$ cat src/rtl/vga_timing_gen_if.sv
// Pixel-side bundle of the VGA timing generator: colour in, swap request in,
// raster counters, sync, data enable, colour and frame/swap pulses out.
interface vga_timing_gen_if #(
    parameter int CW       = 10,
    parameter int R_IN     = 3,
    parameter int G_IN     = 3,
    parameter int B_IN     = 2,
    parameter int OUT_BITS = 4
);
    logic [R_IN-1:0]     input_red;
    logic [G_IN-1:0]     input_green;
    logic [B_IN-1:0]     input_blue;
    logic                swap_req;

    logic [CW-1:0]       hc_out;
    logic [CW-1:0]       vc_out;
    logic                hsync;
    logic                vsync;
    logic                de;
    logic [OUT_BITS-1:0] red;
    logic [OUT_BITS-1:0] green;
    logic [OUT_BITS-1:0] blue;
    logic                frame_start;
    logic                swap_ack;

    // Timing generator side
    modport master (
        input  input_red, input_green, input_blue, swap_req,
        output hc_out, vc_out, hsync, vsync, de,
        output red, green, blue, frame_start, swap_ack
    );

    // Pixel source / double-buffer side
    modport slave (
        output input_red, input_green, input_blue, swap_req,
        input  hc_out, vc_out, hsync, vsync, de,
        input  red, green, blue, frame_start, swap_ack
    );
endinterface

$ cat src/rtl/vga_timing_gen.sv
// Parametrised VGA raster generator with registered sync/colour output stage
// and a vertical-blank buffer-swap grant. Counters advance on the same edge
// that samples the colour for the current (hc, vc), so every registered
// output shows that pixel exactly one cycle later and stays mutually aligned.
module vga_timing_gen #(
    parameter int H_ACTIVE  = 640,
    parameter int H_FP      = 16,
    parameter int H_SYNC    = 96,
    parameter int H_BP      = 48,
    parameter int V_ACTIVE  = 480,
    parameter int V_FP      = 10,
    parameter int V_SYNC    = 2,
    parameter int V_BP      = 33,
    parameter int HSYNC_POL = 0,
    parameter int VSYNC_POL = 0,
    parameter int R_IN      = 3,
    parameter int G_IN      = 3,
    parameter int B_IN      = 2,
    parameter int OUT_BITS  = 4
) (
    input  logic              vgaclk,
    input  logic              rst,
    vga_timing_gen_if.master  bus
);
    localparam int H_TOTAL = H_ACTIVE + H_FP + H_SYNC + H_BP;
    localparam int V_TOTAL = V_ACTIVE + V_FP + V_SYNC + V_BP;
    localparam int CW      = $clog2((H_TOTAL > V_TOTAL) ? H_TOTAL : V_TOTAL);

    localparam logic [CW-1:0] C_H_LAST     = CW'(H_TOTAL - 1);
    localparam logic [CW-1:0] C_V_LAST     = CW'(V_TOTAL - 1);
    localparam logic [CW-1:0] C_H_ACT      = CW'(H_ACTIVE);
    localparam logic [CW-1:0] C_V_ACT      = CW'(V_ACTIVE);
    localparam logic [CW-1:0] C_V_ACT_LAST = CW'(V_ACTIVE - 1);
    localparam logic [CW-1:0] C_HS_START   = CW'(H_ACTIVE + H_FP);
    localparam logic [CW-1:0] C_HS_END     = CW'(H_ACTIVE + H_FP + H_SYNC);
    localparam logic [CW-1:0] C_VS_START   = CW'(V_ACTIVE + V_FP);
    localparam logic [CW-1:0] C_VS_END     = CW'(V_ACTIVE + V_FP + V_SYNC);

    localparam logic C_HS_ON  = (HSYNC_POL != 0);
    localparam logic C_HS_OFF = ~C_HS_ON;
    localparam logic C_VS_ON  = (VSYNC_POL != 0);
    localparam logic C_VS_OFF = ~C_VS_ON;

    logic [CW-1:0]       r_hc;
    logic [CW-1:0]       r_vc;
    logic                r_hsync;
    logic                r_vsync;
    logic                r_de;
    logic [OUT_BITS-1:0] r_red;
    logic [OUT_BITS-1:0] r_green;
    logic [OUT_BITS-1:0] r_blue;
    logic                r_frame_start;
    logic                r_swap_ack;

    logic                w_h_last;
    logic                w_v_last;
    logic                w_active;
    logic                w_hs_on;
    logic                w_vs_on;
    logic                w_first_px;
    logic                w_grant;
    logic [OUT_BITS-1:0] w_red_x;
    logic [OUT_BITS-1:0] w_green_x;
    logic [OUT_BITS-1:0] w_blue_x;

    assign w_h_last   = (r_hc == C_H_LAST);
    assign w_v_last   = (r_vc == C_V_LAST);
    assign w_active   = (r_hc < C_H_ACT) && (r_vc < C_V_ACT);
    assign w_hs_on    = (r_hc >= C_HS_START) && (r_hc < C_HS_END);
    assign w_vs_on    = (r_vc >= C_VS_START) && (r_vc < C_VS_END);
    assign w_first_px = (r_hc == '0) && (r_vc == '0);

    // The grant edge is the one that moves the raster from the last pixel of
    // the last active line into the first line of vertical blank.
    assign w_grant    = w_h_last && (r_vc == C_V_ACT_LAST) && bus.swap_req;

    // Raster counters: hc every clock, vc on each hc wrap.
    always_ff @(posedge vgaclk) begin
        if (rst) begin
            r_hc <= '0;
            r_vc <= '0;
        end else if (w_h_last) begin
            r_hc <= '0;
            r_vc <= w_v_last ? '0 : r_vc + 1'b1;
        end else begin
            r_hc <= r_hc + 1'b1;
        end
    end

    // MSB-first bit replication of each channel up to the DAC width.
    always_comb begin
        w_red_x   = '0;
        w_green_x = '0;
        w_blue_x  = '0;
        for (int i = 0; i < OUT_BITS; i++) begin
            w_red_x[OUT_BITS-1-i]   = bus.input_red[R_IN-1-(i % R_IN)];
            w_green_x[OUT_BITS-1-i] = bus.input_green[G_IN-1-(i % G_IN)];
            w_blue_x[OUT_BITS-1-i]  = bus.input_blue[B_IN-1-(i % B_IN)];
        end
    end

    // Output stage: sync, enable, blanked colour and pulses for the pixel
    // the counters hold on this edge.
    always_ff @(posedge vgaclk) begin
        if (rst) begin
            r_hsync       <= C_HS_OFF;
            r_vsync       <= C_VS_OFF;
            r_de          <= 1'b0;
            r_red         <= '0;
            r_green       <= '0;
            r_blue        <= '0;
            r_frame_start <= 1'b0;
            r_swap_ack    <= 1'b0;
        end else begin
            r_hsync       <= w_hs_on ? C_HS_ON : C_HS_OFF;
            r_vsync       <= w_vs_on ? C_VS_ON : C_VS_OFF;
            r_de          <= w_active;
            r_red         <= w_active ? w_red_x   : '0;
            r_green       <= w_active ? w_green_x : '0;
            r_blue        <= w_active ? w_blue_x  : '0;
            r_frame_start <= w_first_px;
            r_swap_ack    <= w_grant;
        end
    end

    assign bus.hc_out      = r_hc;
    assign bus.vc_out      = r_vc;
    assign bus.hsync       = r_hsync;
    assign bus.vsync       = r_vsync;
    assign bus.de          = r_de;
    assign bus.red         = r_red;
    assign bus.green       = r_green;
    assign bus.blue        = r_blue;
    assign bus.frame_start = r_frame_start;
    assign bus.swap_ack    = r_swap_ack;
endmodule

$ cat src/flat_wrapper.sv
// flat-port wrapper written by rule: the top's interface ports become plain ports
module vga_timing_gen_flat 
#(
    parameter int H_ACTIVE  = 640,
    parameter int H_FP      = 16,
    parameter int H_SYNC    = 96,
    parameter int H_BP      = 48,
    parameter int V_ACTIVE  = 480,
    parameter int V_FP      = 10,
    parameter int V_SYNC    = 2,
    parameter int V_BP      = 33,
    parameter int HSYNC_POL = 0,
    parameter int VSYNC_POL = 0,
    parameter int R_IN      = 3,
    parameter int G_IN      = 3,
    parameter int B_IN      = 2,
    parameter int OUT_BITS  = 4
)
  (vgaclk, rst, bus_input_red, bus_input_green, bus_input_blue, bus_swap_req, bus_hc_out, bus_vc_out, bus_hsync, bus_vsync, bus_de, bus_red, bus_green, bus_blue, bus_frame_start, bus_swap_ack);
  vga_timing_gen_if #(.CW(10), .R_IN(R_IN), .G_IN(G_IN), .B_IN(B_IN), .OUT_BITS(OUT_BITS)) bus_i ();
  input  logic vgaclk;
  input  logic rst;
  input wire logic [$bits(bus_i.input_red)-1:0] bus_input_red;
  input wire logic [$bits(bus_i.input_green)-1:0] bus_input_green;
  input wire logic [$bits(bus_i.input_blue)-1:0] bus_input_blue;
  input wire logic [$bits(bus_i.swap_req)-1:0] bus_swap_req;
  output wire logic [$bits(bus_i.hc_out)-1:0] bus_hc_out;
  output wire logic [$bits(bus_i.vc_out)-1:0] bus_vc_out;
  output wire logic [$bits(bus_i.hsync)-1:0] bus_hsync;
  output wire logic [$bits(bus_i.vsync)-1:0] bus_vsync;
  output wire logic [$bits(bus_i.de)-1:0] bus_de;
  output wire logic [$bits(bus_i.red)-1:0] bus_red;
  output wire logic [$bits(bus_i.green)-1:0] bus_green;
  output wire logic [$bits(bus_i.blue)-1:0] bus_blue;
  output wire logic [$bits(bus_i.frame_start)-1:0] bus_frame_start;
  output wire logic [$bits(bus_i.swap_ack)-1:0] bus_swap_ack;
  assign bus_i.input_red = bus_input_red;
  assign bus_i.input_green = bus_input_green;
  assign bus_i.input_blue = bus_input_blue;
  assign bus_i.swap_req = bus_swap_req;
  assign bus_hc_out = bus_i.hc_out;
  assign bus_vc_out = bus_i.vc_out;
  assign bus_hsync = bus_i.hsync;
  assign bus_vsync = bus_i.vsync;
  assign bus_de = bus_i.de;
  assign bus_red = bus_i.red;
  assign bus_green = bus_i.green;
  assign bus_blue = bus_i.blue;
  assign bus_frame_start = bus_i.frame_start;
  assign bus_swap_ack = bus_i.swap_ack;
  vga_timing_gen #(.H_ACTIVE(H_ACTIVE), .H_FP(H_FP), .H_SYNC(H_SYNC), .H_BP(H_BP), .V_ACTIVE(V_ACTIVE), .V_FP(V_FP), .V_SYNC(V_SYNC), .V_BP(V_BP), .HSYNC_POL(HSYNC_POL), .VSYNC_POL(VSYNC_POL), .R_IN(R_IN), .G_IN(G_IN), .B_IN(B_IN), .OUT_BITS(OUT_BITS)) u_core (.vgaclk(vgaclk), .rst(rst), .bus(bus_i));
endmodule
$ cat config.mk
export PLATFORM = sky130hd
export DESIGN_NAME = vga_timing_gen_flat
export DESIGN_NICKNAME = d
export VERILOG_FILES = /design/src/rtl/vga_timing_gen_if.sv /design/src/rtl/vga_timing_gen.sv /design/src/flat_wrapper.sv
export SDC_FILE = /design/constraint.sdc
export NUM_CORES = 1
export LEC_CHECK = 0
export CAP_MARGIN = 0
export CORE_ASPECT_RATIO = 1.1
export CORE_UTILIZATION = 41
export DETAILED_ROUTE_END_ITERATION = 10
export PLACE_DENSITY = 0.8
export SYNTH_ARGS = -nofsm -noshare
export SYNTH_HDL_FRONTEND = slang
export SYNTH_SLANG_ARGS = --single-unit
$ cat constraint.sdc
create_clock -name vgaclk -period 2.1 [get_ports vgaclk]
set_clock_uncertainty 0.05 [all_clocks]
set_input_delay 0.42 -clock vgaclk [delete_from_list [all_inputs] [get_ports vgaclk]]
set_output_delay 0.42 -clock vgaclk [all_outputs]
set_load 0.01 [all_outputs]
== After elaboration in Yosys (flattened, before gate mapping) ==
Cells that the tools add are included.

* Register bits: 37
* Latch bits: 0
* RAM bits: 0
* Bits in read-only memories: 0
* Input port bits: 11
* Output and inout bits: 37
* Word-level logic and storage cells: 35
* Memories kept: 0

* Add/subtract/negate cells: 2
* Multiply operators: 0
* Divide/modulo/power cells: 0
* Magnitude comparators: 6
* Eq/ne operators: 3
* Shifts and indexed selects: 0
* Mux-type cells: 3
* Bitwise logic cells: 1
* Reduce and logical (&&, ||, !) cells: 10

{| class="wikitable"
|+ Operators by type and width
! kind !! count
|-
| $add 10x1->10 const B || 2
|-
| $eq 10x10->1 const B || 2
|-
| $logic_not 10->1 || 2
|-
| $lt 10x10->1 const B || 2
|-
| $lt 10x9->1 const B || 2
|-
| $eq 10x9->1 const B || 1
|-
| $ge 10x10->1 const B || 1
|-
| $ge 10x9->1 const B || 1
|-
| $mux 10 || 1
|-
| $logic_and 1x1->1 || 6
|-
| $reduce_or 2->1 || 2
|-
| $mux 1 || 2
|-
| $not 1->1 || 1
|}

== Logic depth before layout (Yosys ltp) ==
* Depth after elaboration: 4
* Gate-level depth with buffers: 7
* Mapped depth without buffers: 6

== Least setup slack after synthesis ==
OpenSTA, ideal clock, no wires.

* Path type: flip-flop to flip-flop
* Start: register u_core.r_hc[5], in the netlist u_core.bus.hc_out[5]
* End: register u_core.r_vc[7], in the netlist u_core.bus.vc_out[7]
* Setup time: 66 ps
* Arrival: 1930 ps
* Data required time: 1984 ps
* Setup slack: 54 ps
* Stages on the path, launching flop included: 7
* Buffers on the path: 2
* Cell sequence: dfxtp_1 buf_6 or3_4 buf_6 or4_4 or3_1 a21oi_2

* Cells in the longest elaborated chain, start to end: 1

{| class="wikitable"
|+ RTL lines
! what !! RTL line !! text
|-
| from (decl) || vga_timing_gen.sv:44 || <nowiki>logic [CW-1:0] r_hc;</nowiki>
|-
| from (signal assigned) || vga_timing_gen.sv:86 || <nowiki>r_hc <= r_hc + 1'b1;</nowiki>
|-
| $eq 10x10->1 || vga_timing_gen.sv:66 || <nowiki>assign w_h_last = (r_hc == C_H_LAST);</nowiki>
|-
| to (signal assigned) || vga_timing_gen.sv:84 || <nowiki>r_vc <= w_v_last ? '0 : r_vc + 1'b1;</nowiki>
|-
| to (decl) || vga_timing_gen.sv:45 || <nowiki>logic [CW-1:0] r_vc;</nowiki>
|}

Every way passes these cells.
A chain may end at the register's enable or synchronous reset.

== Worst setup path after layout ==
* Start: register u_core.r_hc[1], in the netlist u_core.bus.hc_out[1]
* End: register u_core.r_vc[9], in the netlist u_core.bus.vc_out[9]

Same word-level chain as after synthesis.

==> results.txt <==
Hold Path Class = register to register
register area share after synthesis = 0.4224
largest net degree at the start of global routing = 12
most common cell after layout, fill and taps aside = clkdlybuf4s50_1
Worst Path Arrival = 2100 ps
Clock Path Buffers = 2
RSZ-0062 raised after global routing = no
endpoints failing hold = 0
drt pass-1 iters = 4
CP Max Fanout = 5
DRC violation total after the first TritonRoute iteration = 40
Gate Count Post-Synth = 167
CP bufs+invs = 0
max-slew violation count = 0
Synthesized Nets = 182
cts hold-fix bufs = 0
GRT Util Overall = 0.1721
Largest delay share family, worst path = simple AND/OR/NAND/NOR gates
Num CTS Buffers = 5
minimum clock period = 1924 ps
HPWL after DPL = 2318 um
FF-to-FF path depth = 5
Die Ht = 66.78 um
Placer Congestion = 0.9017
NumNets Final = 229
# IOs = 48
Placement Rows = 23
Synth Area per Inst = 9.365 um^2
Slowest-stage cell, CP = or4_4
Initial Utilization = 0.4279
VDD IR max = 0.0003259 V
WL final = 3180 um
wire length per cell = 12.00 um
Die Width = 60.89 um
Yosys Warn Count = 0
synth unique cells = 35
Post-synth EDFFs = 0
Synth Register Bits = 33
pwr dens = 584.7 nW/um^2
core area = 3655 um^2
Die ar. = 4066 um^2
worst skew pair latency = 280 ps
kind of critical path = register to register
Final ANT Viol Nets = 0
Worst setup SP type = register
ys flop type = dfxtp_1
PortBufs = 47
clock slew at reported path FFs = 70 ps
PostCTS Resize Cnt = 0
share of cells above drive strength 1 = 0.1209
global-route wire length before repair = 5030 um
CP Capture Type = register
Slew Limit Headroom = 0.7260
setup TNS = 0 ps
FMAX = 0.5197 GHz
synthesis-to-layout area growth = 33.28%
FFs w/ async S/R, synth = 0
Sink Count = 33
# diodes = 0
Pleak = 0.7349 nW
most frequent cells in the layout = clkdlybuf4s50_1, dfxtp_1, nor2_1, nand3_1, xnor2_1
Via density = 4.951
critical path depth = 5
global route total overflow = 0
Cell Chain, Critical Path = ha_1 > nand4_2 > or4_4 > or3_1 > a21oi_2
status = finished, final reports clean
postcts setup bufs = 0
vias post-DR = 1,312
Setup Viol. Count Final = 0
hold path cells = 1
H-Tree Depth = 2
Non-Filler Instances = 265
Critical Path RT = 2270 ps
Root Buffer = clkbuf_8
vias in the first global route = 1,132
Critical Path Max Stage Delay = 550 ps
Post-Place Cells = 257
# DRC = 0
Syn Std Cell Area = 1564 um^2
Worst Tran Pin Value = 409.7 ps
max cap viols = 0
initial antenna violation count = 0
CTS tree = done
fin crit share = 0.9163
cells by family after synthesis:
group,synth area share
adder cells (fa/ha/maj),0.03200
multiplexers,0.01280
flip-flops,0.4224
buffers and inverters,0.1232
AO/OA/AOI/OAI,0.03200
XOR/XNOR,0.07840
AND/OR/NAND/NOR,0.2992
report_power, final:
group | switching (mW) | internal, mW
registers | 0.00783 | 0.642
clock network | 0.228 | 0.228
logic | 0.0441 | 0.0679
total | 0.280 | 0.938
metal layers:
metal,vias to the layer above,wire (um),global-route usage,share of wire
li1,656,-,-,-
met1,610,1375,0.1995,0.43
met2,42,1577,0.2788,0.50
met3,4,176,0.05631,0.055
met4,0,51,0.08523,0.016
met5,-,0,0,0
cell usage after synthesis, types with 3 or more instances:
cell     count  area [um^2]
nand3_1     12        60.06
nor3_1       7        35.03
nor4_1       7        43.79
nand2_1      6        22.52
xnor2_1     10        87.58
buf_6        3        33.78
o21ai_0      3        15.01
and2_1       8        50.05
ha_1         4        50.05
xor2_1       4        35.03
buf_4        5        37.54
dfxtp_1     33        660.6
nand4_1      8        50.05
inv_1        7        26.28
nor2_1      21        78.83
worst register-to-register path, delay by kind of cell, from the launching register on:
family	cells	cell delay, ps
compound gates	1	130
fa+ha+maj	1	270
flops	1	400
simple gates	3	1030
area by class of cell:
type,instances,area [um^2]
clock buffers,5,68.82
clock inverters,3,17.52
fillers,323,1570
inverters,7,26.28
multi-input cells,111,710.7
flip-flops and latches,33,660.6
well taps,50,62.56
repair buffers,56,538.0
final timing paths:
kind / slack, ps / start / end
worst max-delay path: 180 / u_core.bus.hc_out[1]$_SDFF_PP0_ / u_core.bus.vc_out[9]$_SDFFE_PP0N_
worst min-delay path: 460 / u_core.bus.vc_out[1]$_SDFFE_PP0N_ / u_core.bus.vsync$_SDFF_PP1_
worst max register to register: 180 / u_core.bus.hc_out[1]$_SDFF_PP0_ / u_core.bus.vc_out[9]$_SDFFE_PP0N_
worst min register to register: 460 / u_core.bus.vc_out[1]$_SDFFE_PP0N_ / u_core.bus.vsync$_SDFF_PP1_
state kept, by name (all words and copies together) (netlist names):
signal	cells
u_core.bus.frame_start	1
u_core.bus.vsync	1
u_core.bus.hc_out	10
u_core.bus.swap_ack	1
u_core.bus.blue	2
u_core.bus.de	1
u_core.bus.red	3
u_core.bus.vc_out	10
u_core.bus.hsync	1
u_core.bus.green	3
per-stage QoR:
step / area (um^2) / power [mW] / util / setup WS [ps] / hold WS, ps
CTS: 2085 / 1.234 / 0.5704 / 172.5 / 467.5
floorplan: 1564 / 0.7160 / - / 53.82 / 439.6
global placement: 1998 / 0.7749 / 0.5467 / 244.9 / 446.7
finish: 2085 / 1.219 / 0.5704 / 175.7 / 456.7
global route: 2085 / 1.276 / 0.5704 / 102.0 / 474.6
detailed placement: 1998 / 0.7771 / 0.5467 / 194.0 / 451.1
Note: power is estimated with default switching activity, not from simulation.
